### config.mk
export PLATFORM = sky130hd
export DESIGN_NAME = spi_bit_counter
export DESIGN_NICKNAME = d
export VERILOG_FILES = /design/src/rtl/spi_pkg.sv /design/src/rtl/spi_bit_counter.sv
export SDC_FILE = /design/constraint.sdc
export NUM_CORES = 1
export LEC_CHECK = 0
export CAP_MARGIN = 20
export CORE_MARGIN = 3
export CORE_UTILIZATION = 35
export DETAILED_ROUTE_END_ITERATION = 10
export GPL_ROUTABILITY_DRIVEN = 1
export GPL_TIMING_DRIVEN = 0
export PLACE_DENSITY = 0.59
export SYNTH_ARGS = -nofsm -noshare
export SYNTH_HDL_FRONTEND = slang
export SYNTH_SLANG_ARGS = --single-unit
### constraint.sdc
create_clock -name clk -period 4.09 [get_ports clk]
set_clock_uncertainty 0.15 [all_clocks]
set_input_delay 0.818 -clock clk [delete_from_list [all_inputs] [get_ports clk]]
set_output_delay 0.818 -clock clk [all_outputs]
set_load 0.05 [all_outputs]
### src/rtl/spi_pkg.sv
// Shared SPI datapath definitions: bit-counter FSM states and the default
// counter and frame-tally widths.
package spi_pkg;

  // Bit-counter control states.
  typedef enum logic {
    IDLE = 1'b0,
    RUN  = 1'b1
  } state_e;

  // Default counter width; the longest frame is 2**CNT_W-1 bits.
  localparam int SPI_CNT_W_DEF = 4;

  // Default width of the completed-frame tally.
  localparam int SPI_FRM_W_DEF = 8;

endpackage : spi_pkg

### src/rtl/spi_bit_counter.sv
// spi_bit_counter: counts shift events within an SPI frame whose length is
// programmed at runtime.
// - listo flags the last bit of the frame.
// - done pulses once the frame completes.
// - err pulses when a start is rejected because the length is zero.
// - All state changes on the FALLING edge of clk, which matches the SPI shift
//   timing.
// - rst is asynchronous and active-low.
// Optional feature, selected by the SPI_BIT_CNT_TALLY_EN macro: adds the
// frames output, a wrapping count of completed frames that only rst clears.
module spi_bit_counter
  import spi_pkg::*;
#(
  parameter int CNT_W = SPI_CNT_W_DEF,
  parameter int FRM_W = SPI_FRM_W_DEF
) (
  input  logic             clk,
  input  logic             rst,
  input  logic             start,
  input  logic             abort,
  input  logic             enable,
  input  logic             reload,
  input  logic [CNT_W-1:0] len,
  output logic [CNT_W-1:0] cuenta,
  output logic             busy,
  output logic             listo,
  output logic             done,
  output logic             err
`ifdef SPI_BIT_CNT_TALLY_EN
  ,
  output logic [FRM_W-1:0] frames
`endif
);

  // A zero-width counter or tally is meaningless; reject it at elaboration.
  if (CNT_W < 1 || FRM_W < 1) begin : g_param_chk
    $error("spi_bit_counter: CNT_W and FRM_W must be at least 1");
  end

  state_e           state_q, state_d;
  logic [CNT_W-1:0] cuenta_q, cuenta_d;
  logic [CNT_W-1:0] len_q, len_d;
  logic             done_q, done_d;
  logic             err_q, err_d;

  logic             in_run;
  logic             last_bit;
  logic [CNT_W-1:0] last_idx;
  logic             frame_end;

  // Locate the last bit of the frame. len_q is never zero while in RUN, so
  // len_q-1 cannot underflow there.
  always_comb begin
    in_run    = (state_q == RUN);
    last_idx  = len_q - CNT_W'(1);
    last_bit  = in_run && (cuenta_q == last_idx);
    frame_end = last_bit && enable && !abort;
  end

  // Next-state, counter and pulse logic.
  // - abort has the highest priority and clears everything, with no done.
  // - start is only sampled in IDLE.
  // - In RUN, enable=0 freezes the count (pause).
  always_comb begin
    state_d  = state_q;
    cuenta_d = cuenta_q;
    len_d    = len_q;
    done_d   = 1'b0;
    err_d    = 1'b0;
    if (abort) begin
      state_d  = IDLE;
      cuenta_d = '0;
    end else begin
      case (state_q)
        IDLE: begin
          if (start) begin
            if (len != '0) begin
              len_d    = len;
              cuenta_d = '0;
              state_d  = RUN;
            end else begin
              err_d = 1'b1;
            end
          end
        end
        RUN: begin
          if (enable) begin
            if (last_bit) begin
              done_d   = 1'b1;
              cuenta_d = '0;
              // reload is sampled on the same edge that completes the frame.
              if (!reload) begin
                state_d = IDLE;
              end
            end else begin
              // Cannot wrap: the count stops at len_q-1, which is at most
              // 2**CNT_W-2.
              cuenta_d = cuenta_q + CNT_W'(1);
            end
          end
        end
        default: state_d = IDLE;
      endcase
    end
  end

  // State register.
  always_ff @(negedge clk or negedge rst) begin
    if (!rst) begin
      state_q <= IDLE;
    end else begin
      state_q <= state_d;
    end
  end

  // Bit index, latched frame length and the registered done/err pulses.
  always_ff @(negedge clk or negedge rst) begin
    if (!rst) begin
      cuenta_q <= '0;
      len_q    <= '0;
      done_q   <= 1'b0;
      err_q    <= 1'b0;
    end else begin
      cuenta_q <= cuenta_d;
      len_q    <= len_d;
      done_q   <= done_d;
      err_q    <= err_d;
    end
  end

`ifdef SPI_BIT_CNT_TALLY_EN
  logic [FRM_W-1:0] frames_q;

  // Completed-frame tally. It wraps modulo 2**FRM_W, aborted frames are not
  // counted, and only rst clears it.
  always_ff @(negedge clk or negedge rst) begin
    if (!rst) begin
      frames_q <= '0;
    end else if (frame_end) begin
      frames_q <= frames_q + FRM_W'(1);
    end
  end

  assign frames = frames_q;
`endif

  assign cuenta = cuenta_q;
  assign busy   = in_run;
  assign listo  = last_bit;
  assign done   = done_q;
  assign err    = err_q;

endmodule : spi_bit_counter
==> results of run 1 <==
## metrics by stage
stage               instances  setup TNS, ns  total power, uW  hold slack [ns]  utilization
floorplan                  58         -0.805              202            0.315            -
global placement           99          -7.24              230            0.335        0.550
detailed placement         99          -7.33              232            0.330        0.550
CTS                       108         -0.696              332            0.376        0.612
global route              112         -0.814              374            0.402        0.648
finish                    112         -0.647              350            0.373        0.648
## kinds of logic (layout without fill, tap and decap cells)
group,Yosys count,count (layout)
xor+xnor,6,6
fa+ha+maj,2,2
compound gates,9,9
flops,11,11
simple gates,20,20
mux,5,5
buf+inv,5,35
## power by group
| part | switching (uW) | internal, uW | leakage (uW) |
|---|---|---|---|
| logic | 70.9 | 72.6 | 0.000313 |
| registers | 11.4 | 120 | 0.000143 |
| clock network | 38.1 | 37.7 | 0.0000150 |
| total | 120 | 230 | 0.000471 |
## area by class of cell
cell class,count,share of cell area
clock buffer,4,0.0252
sequential,11,0.264
tap,24,0.0288
multi-input combinational,42,0.445
timing repair buffer,26,0.216
inverter,4,0.0144
buffer,1,0.00719
## cell usage after synthesis
cell type / number / area [um^2]
buf_4: 1 / 7.51
a221oi_4: 1 / 26.3
nor2_1: 1 / 3.75
nand3_1: 4 / 20.0
nand2_1: 3 / 11.3
mux2i_1: 1 / 10.0
and3b_1: 1 / 8.76
a21oi_1: 1 / 5.00
a311oi_1: 1 / 8.76
and3b_2: 1 / 10.0
nor3_2: 1 / 10.0
nor2b_1: 1 / 6.26
nor4_1: 1 / 6.26
dfrtn_1: 11 / 275
xor2_1: 4 / 35.0
inv_1: 4 / 15.0
nor3b_1: 1 / 7.51
xnor2_1: 2 / 17.5
ha_1: 2 / 25.0
nor4b_1: 1 / 8.76
nand3b_1: 1 / 7.51
o31ai_1: 3 / 22.5
nor4bb_1: 1 / 10.0
nor3_1: 2 / 10.0
o21ai_1: 2 / 10.0
o22ai_1: 1 / 6.26
mux2_2: 4 / 45.0
or4_4: 1 / 11.3
## cells in the final DEF (no fill, tap or decap), types with 2 or more instances in the layout
master,n
mux2_4,4
nand2_1,3
clkbuf_4,3
xor2_4,2
xnor2_2,2
inv_1,3
clkdlybuf4s15_2,2
o31ai_1,3
nand3_1,2
clkdlybuf4s50_1,4
o21ai_1,2
dlygate4sd2_1,2
buf_6,2
buf_4,12
clkbuf_2,2
dfrtn_1,11
## routing by layer
metal  global-route usage  vias to the layer above  share of wire
li1                     -                      274              -
met5                    0                        -              0
met1                0.205                      272           0.49
met3               0.0306                        2          0.027
met2                0.219                        8           0.47
met4               0.0853                        0          0.011
## repair_timing
action	in CTS	in global routing
resized for setup	56	12
pin swaps	4	2
setup buffers	5	4
setup endpoints to repair	18	9
## registers in the layout (all words and copies together) (netlist names)
register and count:
err 1, len_q 4, busy 1, done 1, cuenta 4
## final timing paths
kind	depth (start not counted)	from	endpoint
max reg2reg	7	len_q[0]	cuenta[3]
max in group asynchronous	1	rst	busy
min	1	len_q[3]	len_q[3]
min in group asynchronous	1	rst	err
max	6	len_q[0]	listo
min reg2reg	1	len_q[3]	len_q[3]
## worst max-delay path, cell delays in order (launching register included)
cell	delay, ns
dfrtn_1	0.45
inv_2	0.06
ha_4	0.17
xor2_4	0.17
xor2_4	0.18
nor3_4	0.23
buf_6	0.19
==> impl_results.md, run 1 <==
* Status: finished with violations
* Failing checks: setup timing
* # diodes at 0
* Worst slack, placed at -1.26 ns
* RePlAce Congestion at 0.746
* Fin. max-slew vios at 0
* PnR worst setup slack at -0.647 ns
* HPWL Detailed at 1.05 mm
* Multi-input gate area at 464 um^2
* P per Cell Area at approximately 340 nW/um^2
* # DRC at 0
* I/O pin total at 18
* GRT Residual Overflow at 0
* Post-route cell area at roughly 1000 um^2
* Reg2reg setup slack at 2.24 ns
* Worst-skew pair later-pin latency at between 0.2 and 0.3 ns
* Syn Inst Count at 58
* Filler Cell Count at 142
* Core Region at 1610 um^2
* Average via count per standard cell at 4.96
* Antenna-violating nets left at 0
* Ys Warns at 0
* Die width at a little under 50 um
* Vias in the first global route at 564
* Yosys cell types at 28
* Slew HR at 0.655
* Final WL at 1.57 mm
* Maximum VDD drop at 0.000196 V
* Simple-gate share of the synthesized area at 0.205
* Final setup viols at 1
* XOR/XNOR Fraction of Synth Area at 0.0820
* Clock Tree Root: clkbuf_4
* Synthesis-to-finish area growth at 62.9%
* Dpl cell area at a little under 900 um^2
* Sequential Area at about 280 um^2
* Sink Count at 11
* Final hold violation count at 0
* Number of buffers inserted during clock tree synthesis at 3
* First-pass GRT wire length at about 2.7 mm
* Register area share after synthesis at 0.430
* Die Area at 2380 um^2
* RSZ-0062 raised after global routing: true
* CTS Buffer Depth at 2
* H-tree level count at 1
* CP required at approximately 3.1 ns
* Synth Area in Adders at 0.0391
* WL per Instance at 14.0 um
* Lkg Pwr at 0.000471 uW
* CP arrival at 3.77 ns
* Via Count at 556
* Post-layout nets at 101
* WS Path Type: reg2out
* Post-Syn Nets at 70
* Class of the worst hold path: reg2reg
* Row Count at 14
* Synth Cell Area at ~640 um^2
* Critical Path Start Type: flop
* Synth Area per Inst at 11.0 um^2
* CTS tree: built
* Synth Area in Compound Gates at 0.123
* Worst-Margin Slew at 0.516 ns
* First-pass DRT Iterations at 3
* Share of cells above drive strength 1 at 0.489
* Number of port buffers at 17
* Element type at the critical path end: output port
* Maximum number of pins on one net before global-route repair at 12
* Max cap viols at 0
* Total Routing Usage GR at 0.150
* Die height at between 40 and 50 um
* Starting Density at 0.398
* Mux cell area share after synthesis at 0.0859
* Post-CTS Hold Fix Bufs at 0
* Initial antenna violation count at 0
* Main combinational cell family by area after synthesis: simple AND/OR/NAND/NOR gates
* Reg clk slew, reported paths at ~0.060 ns
* #FFs+latches synth at 11
* Max FO, Critical Path at 2
* Iteration-0 DRC Markers at 5
Power figures use the tool's default switching activity.
==> inputs of run 2 (changes only) <==
- CTS_BUF_LIST: unset -> sky130_fd_sc_hd__clkbuf_8
- clock period: 4.09 -> 5.77 ns (I/O delays scaled with it)
==> run 2 against run 1 <==
Effect of this change:
- the flow still finishes with violations (setup timing)
- die area did not move
- register-to-register slack improved by 1.6 ns
- hold slack got worse by 0.00095 ns
- flip-flop and latch count did not move
- critical endpoint unchanged
- largest cell class unchanged
==> impl_results.md, run 2 (same netlist as run 1, synthesis figures left out) <==
* Synthesis-to-finish area growth at 58.6%
* RePlAce Congestion at 0.841
* Reg2Reg Launch Point: len_q[0]
* Die width at 48.8 um
* Critical Path Start Type: flop
* WS Path Type: reg2out
* Initial antenna violation count at 0
* Max FO, Critical Path at 3
* Maximum VDD drop at approximately 0.00015 V
* # DRC at 0
* Tot Pwr at between 200 and 300 uW
* Fin. max-slew vios at 0
* HPWL Detailed at 989 um
* Worst slack, placed at -0.664 ns
* RSZ-0062 raised after global routing: true
* P per Cell Area at about 260 nW/um^2
* Worst-skew pair later-pin latency at 0.26 ns
* Hold depth at 1
* Sink Count at 11
* Starting Density at 0.398
* CP required at ~4.5 ns
* Average via count per standard cell at 5.10
* Number of port buffers at 17
* Vias in the first global route at 543
* Element type at the critical path end: output port
* Hold Path Origin: len_q[3]
* CTS tree: built
* Commonest non-fill, non-tap cell in the layout: clkdlybuf4s50_1
* CP arrival at 4.53 ns
* Maximum number of pins on one net before global-route repair at 12
* Reg2reg setup slack at between 3 and 4 ns
* Worst Reg-to-Reg Cells at 8
* CTS Buffer Depth at 2
* Reg clk slew, reported paths at 0.04 ns
* Number of buffers inserted during clock tree synthesis at 3
* PnR worst setup slack at -0.0672 ns
* Failing checks: setup timing
* First-pass DRT Iterations at 4
* WHS Endpoint: len_q[3]
* Core Region at between 1500 and 2000 um^2
* Post-CTS Hold Fix Bufs at 0
* Max cap viols at 0
* Post-route core utilization at 0.630
* GRT Residual Overflow at 0
* Clock Tree Root: clkbuf_8
* Slew HR at 0.661
* Via Count at about 570
* WL per Instance at roughly 14 um
* FF-to-FF End: done
* Lkg Pwr at about 0.00046 uW
* Iteration-0 DRC Markers at 11
* WHS at ~0.37 ns
* Die height at just under 50 um
* Row Count at 14
* Share of cells above drive strength 1 at 0.352
* Worst-Margin Slew at 0.507 ns
* # diodes at 0
* Final WL at ~1.6 mm
* Final setup viols at 1
* Fin Setup TNS at -0.0672 ns
* Antenna-violating nets left at 0
* H-tree level count at 1
* I/O pin total at 18
* Final hold violation count at 0
* Most frequent cells in the layout: clkdlybuf4s50_1, dfrtn_1, buf_4
* Class of the worst hold path: reg2reg
* Status: finished with violations
* Die Area at 2380 um^2
* Total Routing Usage GR at 0.137
* Post-layout nets at 101
* First-pass GRT wire length at between 2 and 2.5 mm
==> run 2: cell types whose count changed in the layout (fill, tap and decap cells not counted), sizes merged <==
cell | previous run | this run
buf | 16 | 11
clkbuf | 6 | 3
clkdlybuf4s15 | 3 | 0
clkdlybuf4s50 | 4 | 12
dlygate4sd2 | 2 | 4
inv | 4 | 5
==> run 2: worst max-delay path by stage <==
stage                   start    end  slack, ns  depth (start not counted)
floorplan           cuenta[3]  listo      -0.03                          3
global placement     len_q[0]  listo      -0.67                          6
detailed placement   len_q[0]  listo      -0.66                          6
CTS                  len_q[1]  listo      -0.13                          6
global route         len_q[0]  listo      -0.12                          6
finish               len_q[0]  listo      -0.07                          6
==> run 2: layout make-up <==
| cell class | count | area [um^2] |
|---|---|---|
| sequential | 11 | 275 |
| timing repair buffer | 26 | 234 |
| inverter | 4 | 15.0 |
| buffer | 1 | 7.51 |
| fill | 136 | 596 |
| multi-input combinational | 42 | 409 |
| clock buffer | 3 | 41.3 |
| clock inverter | 1 | 3.75 |
| tap | 24 | 30.0 |
==> run 2: repair_timing <==
item                       CTS  global route
setup buffers                4             5
setup endpoints to repair    5             1
gates resized for setup     14             5
pin swaps                    3             1
==> run 2: power by group <==
part	total, uW	internal [uW]	switching [uW]
sequential	92.1	85.1	6.99
combinational	99.7	53.1	46.6
clock	76.7	46.8	29.9
==> run 2: through the flow <==
| stage | cell area (um^2) | instances |
|---|---|---|
| global placement | 862 | 99 |
| CTS | 953 | 107 |
| detailed placement | 862 | 99 |
| global route | 1020 | 112 |
| finish | 1020 | 112 |
| floorplan | 662 | 58 |
==> run 2: per-layer routing <==
layer,vias to the layer above,global-route usage,share of wire,wire [um]
met5,-,0,0,0
met4,0,0.0711,0.0083,13
met3,2,0.0336,0.070,110
met2,26,0.210,0.49,773
met1,269,0.177,0.43,668
li1,274,-,-,-
==> run 2: critical path: stages (launching register included) <==
cell,delay (ns)
dfrtn_1,0.44
inv_2,0.06
ha_4,0.15
xor2_2,0.15
xor2_2,0.18
nor3_4,0.22
buf_6,0.19
